--- src/rtl/ab_cond_pkg.sv ---
// Shared defaults, channel output bundle and parameter legality check
// for the a/b input conditioner.
package ab_cond_pkg;

  localparam int CNT_W_DEFAULT           = 16;
  localparam int DEBOUNCE_CYCLES_DEFAULT = 50000;

  typedef struct packed {
    logic level;
    logic rise;
  } chan_out_t;

  // Counters must hold DEBOUNCE_CYCLES+2 without wrapping.
  function automatic bit params_legal(input int debounce_cycles, input int cnt_w);
    bit ok;
    ok = 1'b1;
    if ((cnt_w < 2) || (cnt_w > 31)) begin
      ok = 1'b0;
    end else if (debounce_cycles < 1) begin
      ok = 1'b0;
    end else if ((longint'(debounce_cycles) + 64'sd2) >= (64'sd1 <<< cnt_w)) begin
      ok = 1'b0;
    end else begin
      ok = 1'b1;
    end
    return ok;
  endfunction

endpackage

--- src/rtl/ab_input_conditioner_debounce_chan.sv ---
// One conditioning channel: two-flop synchronizer, restart-on-agreement
// debounce counter, registered level and qualified rising-edge strobe.
module debounce_chan
  import ab_cond_pkg::*;
#(
  parameter int DEBOUNCE_CYCLES = DEBOUNCE_CYCLES_DEFAULT,
  parameter int CNT_W           = CNT_W_DEFAULT
) (
  input  logic clk,
  input  logic rst_n,
  input  logic raw,
  input  logic en_strobe,
  output logic level,
  output logic rise
);

  localparam logic [CNT_W-1:0] LAST_CNT = CNT_W'(DEBOUNCE_CYCLES - 1);
  localparam logic [CNT_W-1:0] ZERO_CNT = {CNT_W{1'b0}};

  logic             sync1_r;
  logic             sync2_r;
  logic             level_r;
  logic             rise_r;
  logic [CNT_W-1:0] cnt_r;
  logic [CNT_W-1:0] cnt_nxt_s;
  logic             level_nxt_s;
  logic             rise_nxt_s;

  // Plain two-flop synchronizer on the raw asynchronous input
  always_ff @(posedge clk or negedge rst_n) begin
    if (!rst_n) begin
      sync1_r <= 1'b0;
      sync2_r <= 1'b0;
    end else begin
      sync1_r <= raw;
      sync2_r <= sync1_r;
    end
  end

  // Debounce next state: any agreeing cycle restarts the count, so cnt caps at LAST_CNT
  always_comb begin
    cnt_nxt_s   = cnt_r;
    level_nxt_s = level_r;
    if (sync2_r == level_r) begin
      cnt_nxt_s = ZERO_CNT;
    end else if (cnt_r == LAST_CNT) begin
      level_nxt_s = sync2_r;
      cnt_nxt_s   = ZERO_CNT;
    end else begin
      cnt_nxt_s = cnt_r + 1'b1;
    end
    rise_nxt_s = en_strobe & ~level_r & level_nxt_s;
  end

  // Counter, level and strobe registers
  always_ff @(posedge clk or negedge rst_n) begin
    if (!rst_n) begin
      cnt_r   <= ZERO_CNT;
      level_r <= 1'b0;
      rise_r  <= 1'b0;
    end else begin
      cnt_r   <= cnt_nxt_s;
      level_r <= level_nxt_s;
      rise_r  <= rise_nxt_s;
    end
  end

  assign level = level_r;
  assign rise  = rise_r;

endmodule

--- src/rtl/ab_input_conditioner.sv ---
// Top of the a/b input conditioner: two debounce channels plus the shared
// startup timer whose sticky settled flag gates the rise strobes.
module ab_input_conditioner
  import ab_cond_pkg::*;
#(
  parameter int DEBOUNCE_CYCLES = DEBOUNCE_CYCLES_DEFAULT,
  parameter int CNT_W           = CNT_W_DEFAULT
) (
  input  logic clk,
  input  logic rst_n,
  input  logic a_raw,
  input  logic b_raw,
  output logic a,
  output logic b,
  output logic a_rise,
  output logic b_rise,
  output logic settled
);

  if (!params_legal(DEBOUNCE_CYCLES, CNT_W)) begin : g_bad_params
    $error("ab_input_conditioner: illegal DEBOUNCE_CYCLES/CNT_W combination");
  end

  // settled lands on the (DEBOUNCE_CYCLES+2)th edge, i.e. when the count moves from +1 to +2.
  localparam logic [CNT_W-1:0] SETTLE_CNT = CNT_W'(DEBOUNCE_CYCLES + 2);
  localparam logic [CNT_W-1:0] SETTLE_PRE = CNT_W'(DEBOUNCE_CYCLES + 1);

  logic [CNT_W-1:0] start_cnt_r;
  logic [CNT_W-1:0] start_cnt_nxt_s;
  logic             settled_r;
  logic             settled_nxt_s;
  chan_out_t        chan_a_s;
  chan_out_t        chan_b_s;

  // Startup timer next state: saturating edge count and sticky settled flag
  always_comb begin
    start_cnt_nxt_s = start_cnt_r;
    settled_nxt_s   = settled_r;
    if (start_cnt_r == SETTLE_CNT) begin
      start_cnt_nxt_s = start_cnt_r;
    end else begin
      start_cnt_nxt_s = start_cnt_r + 1'b1;
    end
    if (start_cnt_r == SETTLE_PRE) begin
      settled_nxt_s = 1'b1;
    end else begin
      settled_nxt_s = settled_r;
    end
  end

  // Startup timer registers
  always_ff @(posedge clk or negedge rst_n) begin
    if (!rst_n) begin
      start_cnt_r <= {CNT_W{1'b0}};
      settled_r   <= 1'b0;
    end else begin
      start_cnt_r <= start_cnt_nxt_s;
      settled_r   <= settled_nxt_s;
    end
  end

  debounce_chan #(
    .DEBOUNCE_CYCLES (DEBOUNCE_CYCLES),
    .CNT_W           (CNT_W)
  ) u_chan_a (
    .clk       (clk),
    .rst_n     (rst_n),
    .raw       (a_raw),
    .en_strobe (settled_r),
    .level     (chan_a_s.level),
    .rise      (chan_a_s.rise)
  );

  debounce_chan #(
    .DEBOUNCE_CYCLES (DEBOUNCE_CYCLES),
    .CNT_W           (CNT_W)
  ) u_chan_b (
    .clk       (clk),
    .rst_n     (rst_n),
    .raw       (b_raw),
    .en_strobe (settled_r),
    .level     (chan_b_s.level),
    .rise      (chan_b_s.rise)
  );

  assign a       = chan_a_s.level;
  assign a_rise  = chan_a_s.rise;
  assign b       = chan_b_s.level;
  assign b_rise  = chan_b_s.rise;
  assign settled = settled_r;

endmodule

--- config.mk ---
export PLATFORM = sky130hd
export DESIGN_NAME = ab_input_conditioner
export DESIGN_NICKNAME = d
export VERILOG_FILES = /design/src/rtl/ab_cond_pkg.sv /design/src/rtl/ab_input_conditioner_debounce_chan.sv /design/src/rtl/ab_input_conditioner.sv
export SDC_FILE = /design/constraint.sdc
export NUM_CORES = 1
export LEC_CHECK = 0
export ABC_AREA = 1
export CORE_UTILIZATION = 35
export CTS_CLUSTER_DIAMETER = 60
export DETAILED_ROUTE_END_ITERATION = 7
export PLACE_DENSITY = 0.49
export SYNTH_ARGS = -nofsm -noshare
export SYNTH_HDL_FRONTEND = slang
export SYNTH_SLANG_ARGS = --single-unit
--- constraint.sdc ---
create_clock -name clk -period 2.42 [get_ports clk]
set_input_delay 0.363 -clock clk [delete_from_list [all_inputs] [get_ports clk]]
set_output_delay 0.363 -clock clk [all_outputs]
set_load 0.01 [all_outputs]
==> metrics.md, run 1 <==
| Metric | Value |
|---|---|
| Status | `complete, no violations` |
| Fill cell count | `835` |
| Worst EP required | `2060 ps` |
| Routed vias | `2214` |
| Mean Syn Cell Area | `8.16 sq um` |
| Regs by FF count | `start_cnt_r x16, u_chan_a.cnt_r x16, u_chan_b.cnt_r x16` |
| Nets | `388` |
| Post-synth EDFFs | `0` |
| Busiest grt layer | `met2` |
| Unrepaired setup endpoints after global routing | `false` |
| Clock sink count | `57` |
| Clock Latency Late Sink | `340 ps` |
| Most frequent cells after synthesis | `nand2_1 (70), nor2_1 (69), dfrtp_1 (57), inv_1 (46), nand3_1 (32)` |
| DR iter-0 viols | `75` |
| Gp weighted congestion | `0.812` |
| Most frequent cell after synthesis | `nand2_1` |
| Min-Delay Path Class | `input pin to asynchronous set/reset pin` |
| CTS Hold Bufs | `0` |
| DR pass1 iterations | `4` |
| Crit-path cells | `clkdlybuf4s50_1` |
| RR Startpoint | `u_chan_b.cnt_r[0]` |
| Hold slack | `18.5 ps` |
| Asr flop ratio synth | `1.00` |
| Initial antenna violation count | `0` |
| Core area | `8180 sq um` |
| Biggest area consumer among synthesized cells | `dfrtp_1` |
| Synth top area share | `0.487` |
| Ant. Diodes | `0` |
| Post-CTS Setup Bufs | `0` |
| Final Hold Vio Count | `0` |
| Layout cell share with drive strength beyond 1 | `0.0992` |
| Met2 Use GR | `0.241` |
| DR vias/cell | `4.54` |
| First-pass GRT wire length | `10300 microns` |
| Critical Path AT | `1290 ps` |
| M3 GR Usage | `0.0350` |
| Yosys warns | `0` |
| Dpl hpwl | `4220 microns` |
| CP top delay family | `buffers and inverters` |
| Die Area | `8740 sq um` |
| Initial Utilization | `0.358` |
| Met1 Resource Use GR | `0.204` |
| Syn Std Cell Area | `2930 sq um` |
| Largest net degree at the start of global routing | `58` |
| R2r setup slk | `980 ps` |
| Cts bufs inserted | `9` |
| Post-route ant nets | `0` |
| Pleak | `1.52 nW` |
| Netlist cell types | `23` |
| Worst Reg-to-Reg Cells | `6` |
| Worst slew pin tran | `309 ps` |
| VDD IR max | `0.274 mV` |
| Critical path origin | `u_chan_b.level` |
| Setup WS post-layout | `762 ps` |
| Slowest cell on crit path | `clkdlybuf4s50_1` |
| Root buf cell | `clkbuf_8` |
| Setup TNS | `0 ps` |
| CTS tree | `yes` |
| Ports | `9` |
| All-Layer GR Usage | `0.157` |
| Dominant synthesized flop cell | `dfrtp_1` |
| Slew headroom | `0.794` |
| Terminus of the critical flop-to-flop path | `u_chan_b.cnt_r[6]` |
| Register area share after synthesis | `0.487` |
| Max Slew Vio Count | `0` |
| Number of global-route vias before repair | `2224` |
| Final setup violation count | `0` |
| WL/cell | `12.2 microns` |
| Buf+Inv Stages, Crit Path | `1` |
| Total Wirelength | `5950 microns` |
| Register bit total from synthesis | `57` |
| PwrDens | `612 nW/um^2` |
| Min Clock Period, post-route | `1660 ps` |
| Critical Path Sink Type | `output port` |
| Total gr overflow | `0` |
| Clk buf depth | `2` |
| Dominant cells by area after synthesis | `dfrtp_1 (49%), nand2_1 (9.0%), nor2_1 (8.8%), xor2_1 (6.9%), inv_1 (5.9%)` |
| Setup Crit Path Kind | `register to output port` |
| CTS clk-pin slew, worst paths | `70 ps` |
| Setup crit start kind | `register` |
| Final Cycle Share | `0.685` |
| Area grow syn2layout | `15.5%` |
| Chip height | `93.5 microns` |
| Gate count after technology mapping | `359` |
| MaxCap Viol Count | `0` |
| Drc violations | `0` |
| H-tree depth | `3` |
| Worst stage delay on the critical path | `560 ps` |
| # rows | `33` |
| Die width | `93.5 microns` |
| CP max FO | `4` |
| PortBufs | `8` |
| CTS-repair resized insts | `0` |
| Syn_nets | `368` |
| Fmax | `603 MHz` |
| Final Skew | `9.02 ps` |
| Pre-CTS setup slack | `999 ps` |
==> cells in the final DEF (no fill, tap or decap), drive strengths merged <==
cell           Yosys  final
nand2             81     81
nor2              74     74
dfrtp             57     57
inv               46     46
nand3             32     32
xor2              23     23
clkbuf             0     11
nor3               8      8
nand4              7      7
xnor2              7      7
clkdlybuf4s50      0      7
a21oi              6      6
ha                 5      5
o21ai              5      5
o21bai             4      4
or2                2      2
bufinv             0      2
buf                0      2
and2               1      1
nand3b             1      1
clkinv             0      1
clkinvlp           0      1
==> per-layer routing <==
layer / vias to the layer above / routed length (microns) / share of wire
met5: - / 0 / 0
li1: 1153 / - / -
met2: 23 / 2700 / 0.45
met4: 0 / 134 / 0.023
met3: 12 / 160 / 0.027
met1: 1026 / 2950 / 0.50
==> cell families after synthesis <==
| kind of cell | Yosys count | synth area share |
|---|---|---|
| xor+xnor | 30 | 0.0897 |
| simple gates | 206 | 0.313 |
| buf+inv | 46 | 0.0589 |
| fa+ha+maj | 5 | 0.0213 |
| flops | 57 | 0.487 |
| compound gates | 15 | 0.0303 |
==> stage by stage <==
step | utilization | cells | power [W] | instance area (sq um)
floorplan | - | 359 | 0.00102 | 2930
global placement | 0.386 | 473 | 0.00106 | 3160
detailed placement | 0.386 | 473 | 0.00106 | 3160
CTS | 0.414 | 488 | 0.00211 | 3380
global route | 0.414 | 488 | 0.00216 | 3380
finish | 0.414 | 488 | 0.00207 | 3380
==> worst max path at each step <==
| stage | endpoint | cells past startpoint | slack [ps] |
|---|---|---|---|
| 2_1_floorplan | u_chan_b.cnt_r[14] | 6 | 1170 |
| 5_1_grt | b | 1 | 710 |
| 4_1_cts | b | 1 | 710 |
| 3_3_place_gp | u_chan_b.cnt_r[6] | 6 | 1050 |
| 6_report | b | 1 | 760 |
| 3_5_place_dp | u_chan_b.cnt_r[4] | 6 | 1000 |
==> area by class of cell <==
cell class | count | area (sq um) | area share
clock buffers | 11 | 151 | 0.0447
clock inverters | 4 | 76.3 | 0.0226
inverters | 46 | 173 | 0.0510
multi-input cells | 256 | 1330 | 0.393
flip-flops and latches | 57 | 1430 | 0.421
well taps | 105 | 131 | 0.0388
repair buffers | 9 | 95.1 | 0.0281
==> power breakdown <==
part / internal (W) / switching (W)
Clock: 0.000632 / 0.000403
Combinational: 0.0000198 / 0.0000421
Sequential: 0.000964 / 0.0000107
Power figures use the tool's default switching activity.
==> run 2, diff against run 1 <==
--- a/config.mk
+++ b/config.mk
@@ -9,7 +9,7 @@
 export CORE_UTILIZATION = 35
 export CTS_CLUSTER_DIAMETER = 60
 export DETAILED_ROUTE_END_ITERATION = 7
-export PLACE_DENSITY = 0.49
+export PLACE_DENSITY = 0.51
 export SYNTH_ARGS = -nofsm -noshare
 export SYNTH_HDL_FRONTEND = slang
 export SYNTH_SLANG_ARGS = --single-unit
==> constraint.sdc (replaced) <==
create_clock -name clk -period 1.5 [get_ports clk]
set_input_delay 0.225 -clock clk [delete_from_list [all_inputs] [get_ports clk]]
set_output_delay 0.225 -clock clk [all_outputs]
set_load 0.01 [all_outputs]
==> run 2 against run 1 <==
Clock power rose by 48%. Non-clock buffer count rose by 3. Combinational power increased by 70%. Via count up 0.86%. Routed wire length is 2.6% lower. Sequential share of layout area shrank 0.16 points. Sequential cell count did not move. Clock skew increased by 0.98 ps. Die area is the same.
==> metrics.md, run 2 (synthesis results as in run 1) <==
| Metric | Value |
|---|---|
| Status | `complete, no violations (unchanged)` |
| Initial antenna violation count | `0 (unchanged)` |
| Crit-path cells | `clkdlybuf4s50_1 (unchanged)` |
| Slew headroom | `0.791 (was 0.794)` |
| Total gr overflow | `0 (unchanged)` |
| H-tree depth | `3 (unchanged)` |
| Number of global-route vias before repair | `2224 (unchanged)` |
| PwrDens | `941 nW/um^2 (was 612 nW/um^2)` |
| Min-Delay Path Class | `input pin to register (was input pin to asynchronous set/reset pin)` |
| Post-route ant nets | `0 (unchanged)` |
| Final Skew | `10.0 ps (was 9.02 ps)` |
| DR pass1 iterations | `7 (was 4)` |
| Most frequent cells in the layout | `nand2_1 (70), nor2_1 (69), dfrtp_1 (57), inv_1 (46), nand3_1 (32) (unchanged)` |
| Clock Latency Late Sink | `340 ps (about the same)` |
| CTS tree | `yes (unchanged)` |
| Critical Path Sink Type | `output port (unchanged)` |
| Critical path origin | `settled (was u_chan_b.level)` |
| Slowest cell on crit path | `clkdlybuf4s50_1 (unchanged)` |
| Total power | `0.00320 W (was 0.00207 W)` |
| Layout cell share with drive strength beyond 1 | `0.106 (was 0.0992)` |
| Worst slew pin tran | `311 ps (was 309 ps)` |
| Commonest non-fill, non-tap cell in the layout | `nand2_1 (unchanged)` |
| Max Slew Vio Count | `0 (unchanged)` |
| Core area | `8180 sq um (unchanged)` |
| Largest net degree at the start of global routing | `58 (unchanged)` |
| Nets | `391 (was 388)` |
| Worst stage delay on the critical path | `540 ps (was 560 ps)` |
| All-Layer GR Usage | `0.155 (was 0.157)` |
| Clk buf depth | `2 (unchanged)` |
| RR Startpoint | `start_cnt_r[0] (was u_chan_b.cnt_r[0])` |
| Setup Crit Path Kind | `register to output port (unchanged)` |
| Critical Path AT | `1220 ps (was 1290 ps)` |
| Total Wirelength | `5790 microns (was 5950 microns)` |
| Worst EP required | `1270 ps (was 2060 ps)` |
| Cts bufs inserted | `9 (unchanged)` |
| Hold Crit Start | `a_raw` |
| Final Util | `0.416 (was 0.414)` |
| Die Area | `8740 sq um (unchanged)` |
| Setup WS post-layout | `56.6 ps (was 762 ps)` |
| R2r setup slk | `120 ps (was 980 ps)` |
| Final Cycle Share | `0.962` |
| Pre-CTS setup slack | `82.5 ps (was 999 ps)` |
| MaxCap Viol Count | `0 (unchanged)` |
| PortBufs | `8 (unchanged)` |
| Routed vias | `2233 (was 2214)` |
| Pleak | `1.53 nW (was 1.52 nW)` |
| Clock sink count | `57 (unchanged)` |
| Ant. Diodes | `0 (unchanged)` |
| Root buf cell | `clkbuf_8 (unchanged)` |
| First-pass GRT wire length | `10200 microns (was 10300 microns)` |
| Dpl hpwl | `4180 microns (was 4220 microns)` |
| DR vias/cell | `4.54 (about the same)` |
| Fmax | `693 MHz` |
| DR iter-0 viols | `61 (was 75)` |
| Placed standard-cell area | `3160 sq um (unchanged)` |
| Chip height | `93.5 microns (unchanged)` |
| CTS clk-pin slew, worst paths | `70 ps (about the same)` |
| Final Hold Vio Count | `0 (unchanged)` |
| Final setup violation count | `0 (unchanged)` |
| Setup crit start kind | `register (unchanged)` |
| Drc violations | `0 (unchanged)` |
| Fill cell count | `848 (was 835)` |
| WL/cell | `11.8 microns (was 12.2 microns)` |
| Regs by FF count | `start_cnt_r x16, u_chan_a.cnt_r x16, u_chan_b.cnt_r x16 (unchanged)` |
| VDD IR max | `0.401 mV (was 0.274 mV)` |
| Ports | `9 (unchanged)` |
| Initial Utilization | `0.358 (unchanged)` |
| # rows | `33 (unchanged)` |
| Buf+Inv Stages, Crit Path | `1 (unchanged)` |
| Design area | `3400 sq um (was 3380 sq um)` |
| CP top delay family | `buffers and inverters (unchanged)` |
| Die width | `93.5 microns (unchanged)` |
| Min Clock Period, post-route | `1440 ps` |
| Area grow syn2layout | `15.9% (was 15.5%)` |
| CP max FO | `2 (was 4)` |
| Gp weighted congestion | `0.853 (was 0.812)` |
-- run 2: what timing repair did --
| item | 4_1_cts | 5_1_grt |
|---|---|---|
| gates resized for setup | 2 | 3 |
| endpoints found under the setup margin | 2 | 11 |
| hold buffers | 1 | 0 |
| endpoints found under the hold margin | 57 | 0 |
| buffers inserted | 1 | 1 |
-- run 2: power by group --
group | leakage [nW] | internal (W) | switching (W)
registers | 0.768 | 0.00156 | 0.0000171
logic | 0.658 | 0.0000370 | 0.0000679
clock network | 0.107 | 0.000903 | 0.000616
total | 1.53 | 0.00250 | 0.000701
-- run 2: cell type report --
type	instances	area, sq um	area share
flip-flops and latches	57	1430	0.420
multi-input cells	256	1340	0.395
clock buffers	14	173	0.0508
inverters	46	173	0.0508
well taps	105	131	0.0387
repair buffers	12	118	0.0346
clock inverters	2	35.0	0.0103
-- run 2: metrics by stage --
| stage | std cells | hold slack, ps | setup TNS, ps |
|---|---|---|---|
| finish | 492 | 336 | 0 |
| global route | 492 | 326 | -0.536 |
| CTS | 491 | 318 | 0 |
| detailed placement | 473 | 256 | 0 |
| global placement | 473 | 257 | 0 |
| floorplan | 359 | -70.6 | 0 |
-- run 2: final timing paths --
| check | to | cells past startpoint |
|---|---|---|
| min reg2reg | u_chan_b.sync2_r | 0 |
| max | settled | 1 |
| max reg2reg | start_cnt_r[12] | 5 |
| min in group asynchronous | u_chan_b.cnt_r[5] | 3 |
| min | u_chan_a.sync1_r | 1 |
| max in group asynchronous | start_cnt_r[8] | 3 |
-- run 2: layer usage --
metal / vias to the layer above / global-route usage / part of all wire / wire length (microns)
met3: 12 / 0.0317 / 0.028 / 165
met4: 0 / 0.0808 / 0.018 / 107
met1: 1037 / 0.198 / 0.50 / 2890
met2: 25 / 0.248 / 0.45 / 2630
li1: 1159 / - / - / -
met5: - / 0 / 0 / 0
